[src/rtl/fetch_queue_unit_pkg.sv]
// Shared types for the fetch stage: queue entry layout and the bundle decode consumes.
package fetch_queue_unit_pkg;

  localparam int INSTR_BYTES = 4;
  localparam int FETCH_XLEN  = 32;

  typedef struct packed {
    logic [FETCH_XLEN-1:0] instr;
    logic [FETCH_XLEN-1:0] pc;
    logic [FETCH_XLEN-1:0] pc4;
  } fetch_entry_t;

  // Decode sees the queue head with exactly the entry layout.
  typedef fetch_entry_t fetch_bundle_t;

  function automatic fetch_entry_t make_entry(input logic [FETCH_XLEN-1:0] instr,
                                              input logic [FETCH_XLEN-1:0] pc);
    fetch_entry_t e;
    e.instr = instr;
    e.pc    = pc;
    e.pc4   = pc + FETCH_XLEN'(INSTR_BYTES);
    return e;
  endfunction

endpackage

[src/rtl/fetch_queue_unit_sync_fifo.sv]
// Synchronous FIFO with flush; head is read straight from the storage registers.
module sync_fifo #(
  parameter int WIDTH = 8,
  parameter int DEPTH = 4
) (
  input  logic                         clk,
  input  logic                         reset,
  input  logic                         push,
  input  logic [WIDTH-1:0]             push_data,
  input  logic                         pop,
  output logic [WIDTH-1:0]             pop_data,
  input  logic                         flush,
  output logic                         full,
  output logic                         empty,
  output logic [$clog2(DEPTH+1)-1:0]   count
);

  localparam int AW = (DEPTH > 1) ? $clog2(DEPTH) : 1;
  localparam int CW = $clog2(DEPTH + 1);

  logic [WIDTH-1:0] mem [DEPTH];
  logic [AW-1:0]    wr_ptr_reg;
  logic [AW-1:0]    rd_ptr_reg;
  logic [CW-1:0]    count_reg;
  logic             do_push;
  logic             do_pop;

  function automatic logic [AW-1:0] ptr_inc(input logic [AW-1:0] p);
    return (p == AW'(DEPTH - 1)) ? '0 : p + 1'b1;
  endfunction

  assign empty = (count_reg == '0);
  assign full  = (count_reg == CW'(DEPTH));
  assign count = count_reg;

  // A push into a full FIFO is fine when the head leaves in the same cycle.
  assign do_pop  = pop && !empty;
  assign do_push = push && (!full || do_pop);

  always_ff @(posedge clk) begin
    if (reset || flush) begin
      wr_ptr_reg <= '0;
      rd_ptr_reg <= '0;
      count_reg  <= '0;
    end else begin
      if (do_push) wr_ptr_reg <= ptr_inc(wr_ptr_reg);
      if (do_pop)  rd_ptr_reg <= ptr_inc(rd_ptr_reg);
      if (do_push && !do_pop)      count_reg <= count_reg + 1'b1;
      else if (do_pop && !do_push) count_reg <= count_reg - 1'b1;
    end
  end

  always_ff @(posedge clk) begin
    if (do_push && !flush) mem[wr_ptr_reg] <= push_data;
  end

  assign pop_data = mem[rd_ptr_reg];

endmodule

[src/rtl/fetch_queue_unit.sv]
// Fetch stage: owns the PC, issues credit-limited imem requests, queues responses for decode.
// Optional FETCH_PERF_COUNTERS_EN adds perf_fetched / perf_stall / perf_flush outputs.
module fetch_queue_unit
  import fetch_queue_unit_pkg::*;
#(
  parameter int              XLEN            = 32,
  parameter int              DEPTH           = 4,
  parameter logic [XLEN-1:0] RESET_PC        = '0,
  parameter int              MAX_OUTSTANDING = 4
) (
  input  logic            clk,
  input  logic            reset,
  input  logic            redirect_valid,
  input  logic [XLEN-1:0] redirect_pc,
  output logic            imem_req_valid,
  input  logic            imem_req_ready,
  output logic [XLEN-1:0] imem_req_addr,
  input  logic            imem_rsp_valid,
  input  logic [XLEN-1:0] imem_rsp_instr,
  output logic            out_valid,
  input  logic            out_ready,
  output logic [XLEN-1:0] out_instr,
  output logic [XLEN-1:0] out_pc,
  output logic [XLEN-1:0] out_pc4
`ifdef FETCH_PERF_COUNTERS_EN
  ,
  output logic [31:0]     perf_fetched,
  output logic [31:0]     perf_stall,
  output logic [31:0]     perf_flush
`endif
);

  localparam int QCW = $clog2(DEPTH + 1);
  localparam int OCW = $clog2(MAX_OUTSTANDING + 1);
  localparam int SW  = QCW + 1;
  localparam int EW  = 3 * XLEN;

  logic [XLEN-1:0] fetch_pc_reg, fetch_pc_next;
  logic [OCW-1:0]  drop_cnt_reg, drop_cnt_next;

  logic            q_push, q_pop, q_flush, q_full, q_empty;
  logic [QCW-1:0]  q_count;
  logic [EW-1:0]   q_wdata, q_rdata;

  logic            t_push, t_pop, t_full, t_empty;
  logic [OCW-1:0]  outstanding;
  logic [XLEN-1:0] t_rdata;

  logic            req_fire;
  logic            rsp_keep;
  logic [SW-1:0]   credit_used;

  // Outstanding plus queued never exceeds DEPTH, so every response finds a slot.
  assign credit_used    = SW'(outstanding) + SW'(q_count);
  assign imem_req_valid = !reset && !redirect_valid
                          && (credit_used < SW'(DEPTH))
                          && (outstanding < OCW'(MAX_OUTSTANDING));
  assign imem_req_addr  = fetch_pc_reg;
  assign req_fire       = imem_req_valid && imem_req_ready;

  assign rsp_keep = imem_rsp_valid && (drop_cnt_reg == '0);

  assign q_push  = rsp_keep && !redirect_valid;
  assign q_pop   = out_valid && out_ready;
  assign q_flush = redirect_valid;
  assign t_push  = req_fire;
  assign t_pop   = imem_rsp_valid;

  assign out_valid = !reset && !q_empty;

  always_comb begin
    fetch_pc_next = fetch_pc_reg;
    drop_cnt_next = drop_cnt_reg;
    if (redirect_valid) begin
      fetch_pc_next = redirect_pc;
      // Everything still in flight is stale; a response landing now is dropped too.
      drop_cnt_next = outstanding - OCW'(imem_rsp_valid);
    end else begin
      if (req_fire) fetch_pc_next = fetch_pc_reg + XLEN'(INSTR_BYTES);
      if (imem_rsp_valid && (drop_cnt_reg != '0)) drop_cnt_next = drop_cnt_reg - 1'b1;
    end
  end

  always_ff @(posedge clk) begin
    if (reset) begin
      fetch_pc_reg <= RESET_PC;
      drop_cnt_reg <= '0;
    end else begin
      fetch_pc_reg <= fetch_pc_next;
      drop_cnt_reg <= drop_cnt_next;
    end
  end

  sync_fifo #(.WIDTH(EW), .DEPTH(DEPTH)) u_instr_queue (
    .clk       (clk),
    .reset     (reset),
    .push      (q_push),
    .push_data (q_wdata),
    .pop       (q_pop),
    .pop_data  (q_rdata),
    .flush     (q_flush),
    .full      (q_full),
    .empty     (q_empty),
    .count     (q_count)
  );

  // Tracking FIFO survives redirects: stale responses still retire their PCs.
  sync_fifo #(.WIDTH(XLEN), .DEPTH(MAX_OUTSTANDING)) u_pc_track (
    .clk       (clk),
    .reset     (reset),
    .push      (t_push),
    .push_data (fetch_pc_reg),
    .pop       (t_pop),
    .pop_data  (t_rdata),
    .flush     (1'b0),
    .full      (t_full),
    .empty     (t_empty),
    .count     (outstanding)
  );

  generate
    if (XLEN == FETCH_XLEN) begin : g_bundle
      fetch_bundle_t head;
      assign q_wdata   = make_entry(imem_rsp_instr, t_rdata);
      assign head      = fetch_bundle_t'(q_rdata);
      assign out_instr = head.instr;
      assign out_pc    = head.pc;
      assign out_pc4   = head.pc4;
    end else begin : g_flat
      assign q_wdata   = {imem_rsp_instr, t_rdata, t_rdata + XLEN'(INSTR_BYTES)};
      assign out_instr = q_rdata[3*XLEN-1:2*XLEN];
      assign out_pc    = q_rdata[2*XLEN-1:XLEN];
      assign out_pc4   = q_rdata[XLEN-1:0];
    end
  endgenerate

  always_ff @(posedge clk) begin
    if (!reset) begin
      assert (!(imem_rsp_valid && t_empty));
      assert (!(req_fire && t_full));
      assert (!(q_push && q_full && !q_pop));
    end
  end

`ifdef FETCH_PERF_COUNTERS_EN
  logic [31:0] perf_fetched_reg, perf_stall_reg, perf_flush_reg;

  always_ff @(posedge clk) begin
    if (reset) begin
      perf_fetched_reg <= '0;
      perf_stall_reg   <= '0;
      perf_flush_reg   <= '0;
    end else begin
      if (q_pop && (perf_fetched_reg != '1))      perf_fetched_reg <= perf_fetched_reg + 1'b1;
      if (!out_valid && (perf_stall_reg != '1))   perf_stall_reg   <= perf_stall_reg + 1'b1;
      if (redirect_valid && (perf_flush_reg != '1)) perf_flush_reg <= perf_flush_reg + 1'b1;
    end
  end

  assign perf_fetched = perf_fetched_reg;
  assign perf_stall   = perf_stall_reg;
  assign perf_flush   = perf_flush_reg;
`endif

endmodule

[config.mk]
export PLATFORM = sky130hd
export DESIGN_NAME = fetch_queue_unit
export DESIGN_NICKNAME = d
export VERILOG_FILES = /design/src/rtl/fetch_queue_unit_pkg.sv /design/src/rtl/fetch_queue_unit_sync_fifo.sv /design/src/rtl/fetch_queue_unit.sv
export SDC_FILE = /design/constraint.sdc
export NUM_CORES = 1
export LEC_CHECK = 0
export ABC_AREA = 0
export CORE_MARGIN = 5
export CORE_UTILIZATION = 45
export CTS_CLUSTER_SIZE = 10
export DETAILED_ROUTE_END_ITERATION = 8
export PLACE_DENSITY = 0.61
export SLEW_MARGIN = 10
export SYNTH_ARGS = -nofsm -noshare
export SYNTH_HDL_FRONTEND = slang
export SYNTH_SLANG_ARGS = --single-unit
[constraint.sdc]
create_clock -name clk -period 11.5 [get_ports clk]
set_clock_uncertainty 0.05 [all_clocks]
set_input_delay 1.725 -clock clk [delete_from_list [all_inputs] [get_ports clk]]
set_output_delay 1.725 -clock clk [all_outputs]
set_load 0.005 [all_outputs]
* After elaboration in Yosys (flattened, before gate mapping) *
Memories as Yosys holds them, arrays and structs flattened. A register that Yosys moved wholly into a read port is not among the register bits.
Index checks and enable logic that the tools add are counted.

word-level totals
  register bits after elaboration = 49
  RAM bits = 512
  input bits = 70
  output and inout bits = 130
  logic and storage cells = 90
  memories = 2

cells by class
  add/subtract/negate cells = 13
  $lt $le $gt $ge = 2
  equality and inequality tests = 6
  muxes and demuxes = 20
  reduce and logical (&&, ||, !) cells = 39

memory list
  memory             words  bits a word  read ports  clocked after memory_dff  write ports  RTL line                          RTL
  u_instr_queue.mem  4      96           1           1                         1            fetch_queue_unit_sync_fifo.sv:21  logic [WIDTH-1:0] mem [DEPTH];
  u_pc_track.mem     4      32           1           1                         1            fetch_queue_unit_sync_fifo.sv:21

operators with widths
  kind                     number
  $add A32 B3 Y32 const B  2
  $mux W32                 2
  $logic_and A1 B1 Y1      18
  $mux W3                  6
  $mux W2                  8
  $logic_not A1 Y1         10
  $logic_not A3 Y1         3
  $sub A3 B1 Y3 const B    3
  $add A2 B1 Y2 const B    4
  $eq A2 B2 Y1 const B     4
  $reduce_bool A2 Y1       4
  $add A3 B1 Y3 const B    2
  $eq A3 B3 Y1 const B     2
  $add A3 B3 Y4            1
  $lt A4 B3 Y1 const B     1
  $mux W1                  4
  $logic_or A1 B1 Y1       3
  $lt A3 B3 Y1 const B     1
  $reduce_bool A3 Y1       1
  $sub A3 B1 Y3            1

* Logic depth before layout (Yosys ltp) *
Gate-level depths: netlist of run 1.

  depth in word-level cells = 11
  depth in mapped cells = 11
  mapped depth without buffers = 10

* Cells and area by module *
Synthesis of run 1 repeated with hierarchy kept, for this count alone.

unflattened totals
  cell total of the unflattened synthesis = 1115
  area, all modules = 22102.4 um2

modules (own cells, without submodules)
  module                      instances  cells an instance  area an instance (um2)  seq. area each (um2)
  sync_fifo at u_instr_queue  1          554                14347.5                 11711.2
  sync_fifo at u_pc_track     1          219                5124.9                  4023.9
  fetch_queue_unit            1          342                2630.0                  700.7

* Worst setup path before layout of run 1 *
OpenSTA, ideal clock, no wires.

  path type = input to register
  start = input port reset
  end = memory u_instr_queue.mem[0][10] in the netlist's numbering, enable pin
  library setup time = 0.463 ns
  arrival time = 4.972 ns
  data required time = 10.987 ns
  setup slack = 6.015 ns
  stages = 5
  path buffers = 1
  cell sequence = clkbuf_1 -> nor2b_1 -> nor3_1 -> a2111oi_2 -> and2_1

on the way
  longest elaborated chain between the ends = 9

ends and longest elaborated chain
  element                        RTL line                          RTL
  start, declared                fetch_queue_unit.sv:12            input logic reset,
  $logic_not A1 Y1               -
  $logic_and A1 B1 Y1            fetch_queue_unit.sv:69            assign out_valid = !reset && !q_empty;
  $logic_and A1 B1 Y1            fetch_queue_unit.sv:64            assign q_pop = out_valid && out_ready;
  $logic_and A1 B1 Y1            fetch_queue_unit_sync_fifo.sv:37  assign do_pop = pop && !empty;
  $logic_or A1 B1 Y1             fetch_queue_unit_sync_fifo.sv:38  assign do_push = push && (!full || do_pop);
  $logic_and A1 B1 Y1            fetch_queue_unit_sync_fifo.sv:38
  $logic_and A1 B1 Y1            fetch_queue_unit_sync_fifo.sv:54  if (do_push && !flush) mem[wr_ptr_reg] <= push_data;
  $mux W1                        fetch_queue_unit_sync_fifo.sv:54
  $mux W1 (not written as such)  fetch_queue_unit_sync_fifo.sv:54
  end, declared                  fetch_queue_unit_sync_fifo.sv:21

No other way between the ends.

==> impl_metrics.ini, run 1 <==
[synth]
yosysSeqAreaShare_pct = 74.6
yosys_warnings = 0
netlist.area_leader.share_pct = 69.7
syn_inst = 1106
synth-seq-cells = 557
synth_cell_types = 54
synth_nets = 1198
synth_edf_count = 504
async_flop_share_pct = 0
yosysTopAreaCell = edfxtp_1
yosys-top-cells-area = edfxtp_1, mux4_2, dfxtp_1, mux4_1, ha_1
syn_area_sq_mm = 0.0217
avgSynthCellArea_sq_um = 19.6
synthFlopType = edfxtp_1

[timing]
setup_violations = 0
worstMarginPinSlew_ns = 1.03
period_minus_slack_ns = 5.45
rsz0062_at_grt = no
finalHoldViolations = 0
finalSetupTns_ns = 0
drv_slew = 0
period_share_pct = 47.4
fmax_mhz = 183
maxSlewHeadroom_pct = 31.0

[clock_tree]
clockBufferDepth = 3
clkTransAtPathRegs_ns = 0.06
cts.htree.levels = 3
clkSinkCount = 557
worstSkewPairLatency_ns = 0.55
cts_setup_buffers = 0
ctsResizeCount = 0
root_buffer = clkbuf_16
cts_made_buffers = 66
cts_hold_buf = 0
cts_tree = done

[pwr]
peakVddDrop_uv = 108
p_leak_nw = 8.34
power.density_mw_per_mm2 = 185
finalPower_w = 0.00486

[floorplanning]
dieArea_sq_mm = 0.0527
ios = 200
coreArea_sq_mm = 0.0477
row_count = 80
start_util_pct = 45.5
die_h_um = 230
die-width_um = 230

[cells_and_area]
layout-drive-gt1-share_pct = 16.4
top_register = u_instr_queue.mem
fin_nets = 1434
multi_input_area_sq_mm = 0.00521
diodes = 0
fin_util_pct = 54.9
final_cells = 1986
area_growth_pct = 20.9
largest_register_ffs = 376
final_cell_mix = edfxtp_1, clkdlybuf4s50_1, mux4_2
layout_commonest_cell = edfxtp_1
fill_cells = 3679
regArea_sq_mm = 0.0162

[drt]
ant_nets = 0
drtIter0Drc = 694
drc_errors = 0
viasPerCell = 5.51
firstDrtPassIters = 4
routed_wl_um = 45000
dr_total_vias = 10948
wl_per_cell_um = 22.7

[placement]
placed_cells = 1889
hpwlAfterDp_um = 27500
gp_congestion = 0.778
port_buffers = 199

[setup_path]
cp-end-kind = output pin
arrival_ns = 3.68
cp_max_fo = 48
crit_required_ns = 9.73
critPathLaunchType = register
worst_r2r_path_depth = 7
critical_path_class = register to output pin

[run]
cap_violations = 0

[global_route]
grt_pass1_wl_um = 70500
antenna_found_initial = 0
grt_pass1_vias = 11764
grt_max_degree = 57
grt_util_all_layers_pct = 17.1
overflow = 0

[min_path]
hp-class = register to register
hold_depth = 2

[outcome]
status = finished, final reports clean
==> routing by layer <==
layer	wire length [um]	part of all wire [%]	GRT usage, %	vias to the layer above
met1	20700	46	24.7	5670
met5	0	0	0	-
met4	578	1.3	4.25	0
met2	21500	48	27.2	282
met3	2240	5.0	3.55	42
li1	-	-	-	4954
==> area by class of cell <==
cell class                      instances  share of cell area (%)
Sequential cell                       557                    61.8
Multi-Input combinational cell        487                    19.9
Clock buffer                           93                    7.09
Timing Repair Buffer                  215                    8.05
Inverter                               15                   0.215
Tap cell                              615                    2.93
Clock inverter                          4                  0.0811
==> cells in the mapped netlist, types with 14 or more instances <==
master,instances
a21oi_1,26
clkbuf_1,25
dfxtp_1,53
edfxtp_1,504
ha_1,20
inv_1,14
mux4_2,115
nand2_1,55
nand3_1,24
nor2_1,53
o21ai_0,20
xnor2_1,24
xor2_1,20
==> through the flow <==
step	worst slack, ns	hold WS [ns]	cell area [sq um]
final	6.05	0.457	26200
after global routing	5.65	0.493	26200
after CTS	5.85	0.459	26200
after detailed placement	6.33	0.451	24300
after global placement	6.33	0.439	24300
after floorplan	6.02	0.404	21700
==> path summary, 6_finish.rpt <==
| check | start | endpoint | slack, ns |
|---|---|---|---|
| worst max register to register | u_pc_track.count[2] | u_pc_track.mem[1][4] | 8.13 |
| worst min-delay path | u_pc_track.wr_ptr_reg[1] | u_pc_track.wr_ptr_reg[1] | 0.46 |
| worst max-delay path | register | out_pc[19] | 6.05 |
| worst min register to register | u_pc_track.wr_ptr_reg[1] | u_pc_track.wr_ptr_reg[1] | 0.46 |
==> critical path, cell delays in order (launching register included) <==
cell,delay (ns)
dfxtp_4,0.99
buf_4,0.89
mux4_2,0.61
clkdlybuf4s50_1,0.56
==> where the power goes <==
| group | switching, W | total [W] | leakage (nW) | internal (W) |
|---|---|---|---|---|
| Combinational | 0.000332 | 0.000602 | 2.42 | 0.000270 |
| Clock | 0.000732 | 0.00184 | 0.912 | 0.00111 |
| Sequential | 0.0000452 | 0.00242 | 5.01 | 0.00237 |
==> kinds of logic after synthesis <==
family                   Yosys count  synth area share [%]
AND/OR/NAND/NOR                  205                  4.84
flip-flops                       557                  74.6
AO/OA/AOI/OAI                     78                  2.17
XOR/XNOR                          44                  1.78
multiplexers                     138                  13.8
buffers and inverters             62                  1.44
adder cells (fa/ha/maj)           22                  1.34
Note: power is estimated with default switching activity, not from simulation.
==> inputs of run 2 (changes only) <==
Settings changed: PLACE_DENSITY 0.61 to 0.63.
Clock period 11.5 ns to 4.9 ns, I/O delays scaled along.
==> impl_metrics.ini, run 2 (same netlist as run 1, synthesis figures left out) <==
[timing]
period_share_pct = 74.8
hold_ws_ns = 0.453
setup_violations = 0
finalHoldViolations = 0
drv_slew = 0
finalSetupTns_ns = 0
fmax_mhz = 273
maxSlewHeadroom_pct = 24.0
worstMarginPinSlew_ns = 1.14
period_minus_slack_ns = 3.67
rsz0062_at_grt = no

[clock_tree]
clockBufferDepth = 3
ctsResizeCount = 0
cts_hold_buf = 0
clkTransAtPathRegs_ns = 0.05
cts.htree.levels = 3
root_buffer = clkbuf_16
cts_setup_buffers = 0
worstSkewPairLatency_ns = 0.58
cts_tree = done
clkSinkCount = 557
cts_made_buffers = 66

[global_route]
grt_max_degree = 46
grt_util_all_layers_pct = 17.6
grt_pass1_vias = 11625
grt_pass1_wl_um = 71200
antenna_found_initial = 1
overflow = 0

[drt]
drtIter0Drc = 661
dr_total_vias = 11088
wl_met1_um = 20200
maxUsedRoutingLayer = met4
dr_wl_met3_um = 2670
drc_errors = 0
viasPerCell = 5.56
wl_per_cell_um = 23.2
route.met2.wl_um = 22600
ant_nets = 0
firstDrtPassIters = 5
routed_wl_um = 46300

[pwr]
peakVddDrop_uv = 263
pwr-share-clk_pct = 37.3
p_sw_w = 0.00264
power.share.sequential_pct = 50.5
power.density_mw_per_mm2 = 431
p_leak_nw = 8.40
cellInternalPower_w = 0.00869
p_sw_share_pct = 23.3
p_comb_share_pct = 12.3

[cells_and_area]
final_cell_mix = edfxtp_1, clkdlybuf4s50_1, mux4_2
fill_cells = 3667
top_register = u_instr_queue.mem
regArea_sq_mm = 0.0162
largest_register_ffs = 376
diodes = 0
multi_input_area_sq_mm = 0.00521
final_area_sq_mm = 0.0263
area_growth_pct = 21.3
fin_nets = 1447
layout_commonest_cell = edfxtp_1
layout-drive-gt1-share_pct = 17.4

[setup_path]
crit_required_ns = 4.12
arrival_ns = 2.88
critical_path_class = register to output pin
cp-end-kind = output pin
critPathLaunchType = register
cp_max_fo = 25

[min_path]
hp-class = register to register
min_from = u_pc_track.wr_ptr_reg[1]

[floorplanning]
coreArea_sq_mm = 0.0477
die_h_um = 230
dieArea_sq_mm = 0.0527
die-width_um = 230
start_util_pct = 45.5
ios = 200
row_count = 80

[placement]
port_buffers = 199
dpl_cell_area_sq_mm = 0.0245
hpwlAfterDp_um = 29800
gp_congestion = 0.774

[run]
cap_violations = 0

[outcome]
status = finished, final reports clean
-- run 2: cell types whose count changed in the layout (fill, tap and decap cells not counted), sizes merged --
cell and delta:
buf +13, clkbuf -8, inv +3, clkinv +1
-- run 2: power by group through the flow --
stage / sequential [W] / clock [W] / combinational (W)
4_1_cts: 0.00572 / 0.00434 / 0.00142
2_1_floorplan: 0.00574 / 0 / 0.000864
3_3_place_gp: 0.00581 / 0 / 0.00138
6_report: 0.00572 / 0.00423 / 0.00139
5_1_grt: 0.00574 / 0.00455 / 0.00152
3_5_place_dp: 0.00582 / 0 / 0.00141
-- run 2: per-stage QoR --
| stage | setup slack (ns) | power, W | cells | util, % |
|---|---|---|---|---|
| 6_report | 1.23 | 0.0113 | 1995 | 55.1 |
| 5_1_grt | 1.05 | 0.0118 | 1995 | 55.1 |
| 4_1_cts | 1.13 | 0.0115 | 1995 | 55.1 |
| 3_5_place_dp | 0.824 | 0.00723 | 1902 | 51.3 |
| 3_3_place_gp | 0.885 | 0.00719 | 1902 | 51.3 |
| 2_1_floorplan | 0.405 | 0.00660 | 1106 | - |
-- run 2: metal layers --
layer  vias up  track usage [%]
li1       4974                -
met1      5706             24.7
met2       341             28.5
met3        67             3.83
met4         0             4.19
met5         -                0
-- run 2: worst paths after layout --
kind | to | slack (ns) | cells after the start
worst max register to register | u_instr_queue.mem[1][26] | 1.65 | 7
worst max-delay path | out_pc[19] | 1.23 | 3
worst min-delay path | u_pc_track.wr_ptr_reg[1] | 0.45 | 2
worst min register to register | u_pc_track.wr_ptr_reg[1] | 0.45 | 2
-- run 2: final cells by class --
type                       count  share of cell area (%)
clock buffer                  85                    6.63
clock inverter                 8                   0.295
inverter                      15                   0.214
multi-input combinational    487                    19.8
sequential                   557                    61.6
tap                          615                    2.92
timing repair buffer         228                    8.59
-- run 2: worst max-delay path, cell delays in order, from the launching register on --
cell and delay [ns]:
dfxtp_4 0.70, buf_4 0.45, mux4_2 0.57, clkdlybuf4s50_1 0.55
==> inputs of run 3 (changes only) <==
Clock period 4.9 ns to 2.98 ns, I/O delays scaled along.
==> impl_metrics.ini, run 3 (same netlist as run 1, synthesis figures left out) <==
[outcome]
status = finished, final reports clean

[floorplanning]
die-width_um = 230
row_count = 80
dieArea_sq_mm = 0.0527
coreArea_sq_mm = 0.0477
start_util_pct = 45.5
die_h_um = 230
ios = 200

[global_route]
grt_pass1_vias = 11695
antenna_found_initial = 0
grt_pass1_wl_um = 70500
grt_util_all_layers_pct = 17.2
grt_max_degree = 41
overflow = 0

[cells_and_area]
layout_commonest_cell = edfxtp_1
layout-drive-gt1-share_pct = 20.2
regArea_sq_mm = 0.0162
fin_nets = 1499
final_cell_mix = edfxtp_1, clkdlybuf4s50_1, mux4_2
multi_input_area_sq_mm = 0.00521
final_area_sq_mm = 0.0270
diodes = 0
fill_cells = 3610
largest_register_ffs = 376
area_growth_pct = 24.4
top_register = u_instr_queue.mem

[timing]
drv_slew = 0
period_share_pct = 97.2
maxSlewHeadroom_pct = 55.2
period_minus_slack_ns = 2.90
rsz0062_at_grt = yes
finalHoldViolations = 0
setup_violations = 0
finalWorstSetupSlack_ns = 0.0836
worstMarginPinSlew_ns = 0.666
fmax_mhz = 345

[clock_tree]
cts_tree = done
cts_made_buffers = 66
clkTransAtPathRegs_ns = 0.05
clkSinkCount = 557
worstSkewPairLatency_ns = 0.57
cts.htree.levels = 3
clockBufferDepth = 3
root_buffer = clkbuf_16

[setup_path]
crit_required_ns = 2.48
cp_max_fo = 16
crit_path_max_incr_delay_ns = 0.57
cp-endpoint = out_pc[20]
cp-end-kind = output pin
r2r_slack_ns = 0.24
critPathLaunchType = register
critical_path_class = register to output pin
path_cells = buf_12 -> buf_16 -> mux4_2 -> clkdlybuf4s50_1
arrival_ns = 2.40
worst_r2r_path_depth = 7
cp_slowest_cell = mux4_2
rr_endpoint = u_instr_queue.mem[2][19]

[placement]
port_buffers = 199
hpwlAfterDp_um = 29300
gp_congestion = 0.786
place_ws_ns = -0.0615
dpl_cell_area_sq_mm = 0.0251

[pwr]
power.density_mw_per_mm2 = 696
peakVddDrop_uv = 462
finalPower_w = 0.0188
p_leak_nw = 8.76

[drt]
wl_per_cell_um = 22.2
routed_wl_um = 45400
dr_total_vias = 11184
drtIter0Drc = 864
firstDrtPassIters = 4
ant_nets = 0
viasPerCell = 5.47
drc_errors = 0

[min_path]
hp-class = input pin to register
hold_depth = 3

[run]
cap_violations = 0
[run 3: cell count changes in the layout (fill, tap and decap cells not counted)]
cell and delta:
buf_12 +21, buf_16 +1, buf_4 +28, buf_6 +2, bufinv_16 +1, clkbuf_1 +1, clkdlybuf4s50_1 -4, clkinv_2 -2
clkinv_8 -2, dlymetal6s2s_1 +4, inv_6 -1, nor4_1 -1, nor4_2 +1
[run 3: worst min-delay path by stage]
stage / from / to / slack [ns]
floorplan: u_instr_queue.rd_ptr_reg[1] / register / 0.40
global placement: u_pc_track.wr_ptr_reg[1] / u_pc_track.wr_ptr_reg[1] / 0.44
detailed placement: u_pc_track.wr_ptr_reg[1] / u_pc_track.wr_ptr_reg[1] / 0.44
CTS: redirect_pc[17] / imem_req_addr[17] / 0.36
global route: redirect_pc[17] / imem_req_addr[17] / 0.39
finish: redirect_pc[17] / imem_req_addr[17] / 0.39
[run 3: through the flow]
step / instances / setup TNS [ns] / hold WS (ns) / util, %
after floorplan: 1106 / -82.72 / 0.404 / -
after global placement: 1947 / 0 / 0.438 / 52.6
after detailed placement: 1947 / -0.0615 / 0.445 / 52.6
after CTS: 2042 / 0 / 0.360 / 56.5
after global routing: 2044 / -0.00714 / 0.390 / 56.5
final: 2044 / 0 / 0.391 / 56.5
[run 3: layout make-up]
cell class / count / share of cell area [%]
inverters: 15 / 0.209
well taps: 615 / 2.85
repair buffers: 280 / 10.9
multi-input cells: 487 / 19.3
flip-flops and latches: 557 / 60.0
clock buffers: 86 / 6.47
clock inverters: 4 / 0.209
[run 3: timing repair]
action,4_1_cts,5_1_grt
hold buffers,0,0
buffers inserted,5,2
endpoints found under the hold margin,0,0
gates resized for setup,1,6
endpoints found under the setup margin,82,16
[run 3: critical path: cells and delay by family, from the launching register on]
kind | cells | cell delay [ns]
flip-flops | 1 | 0.47
multiplexers | 1 | 0.57
buffers and inverters | 3 | 0.79
[run 3: where the power goes]
group          total [W]  internal (W)  switching (W)  leakage, nW
Sequential       0.00935       0.00916       0.000196         5.01
Clock            0.00693       0.00414        0.00279        0.876
Combinational    0.00249       0.00121        0.00128         2.87
[run 3: metal layers]
layer	vias up	part of all wire [%]	global-route usage, %	wire length, um
met5	-	0	0	0
met4	0	1.8	4.40	825
met3	65	5.0	3.96	2290
met2	320	47	26.9	21400
met1	5719	46	24.8	20800
li1	5080	-	-	-
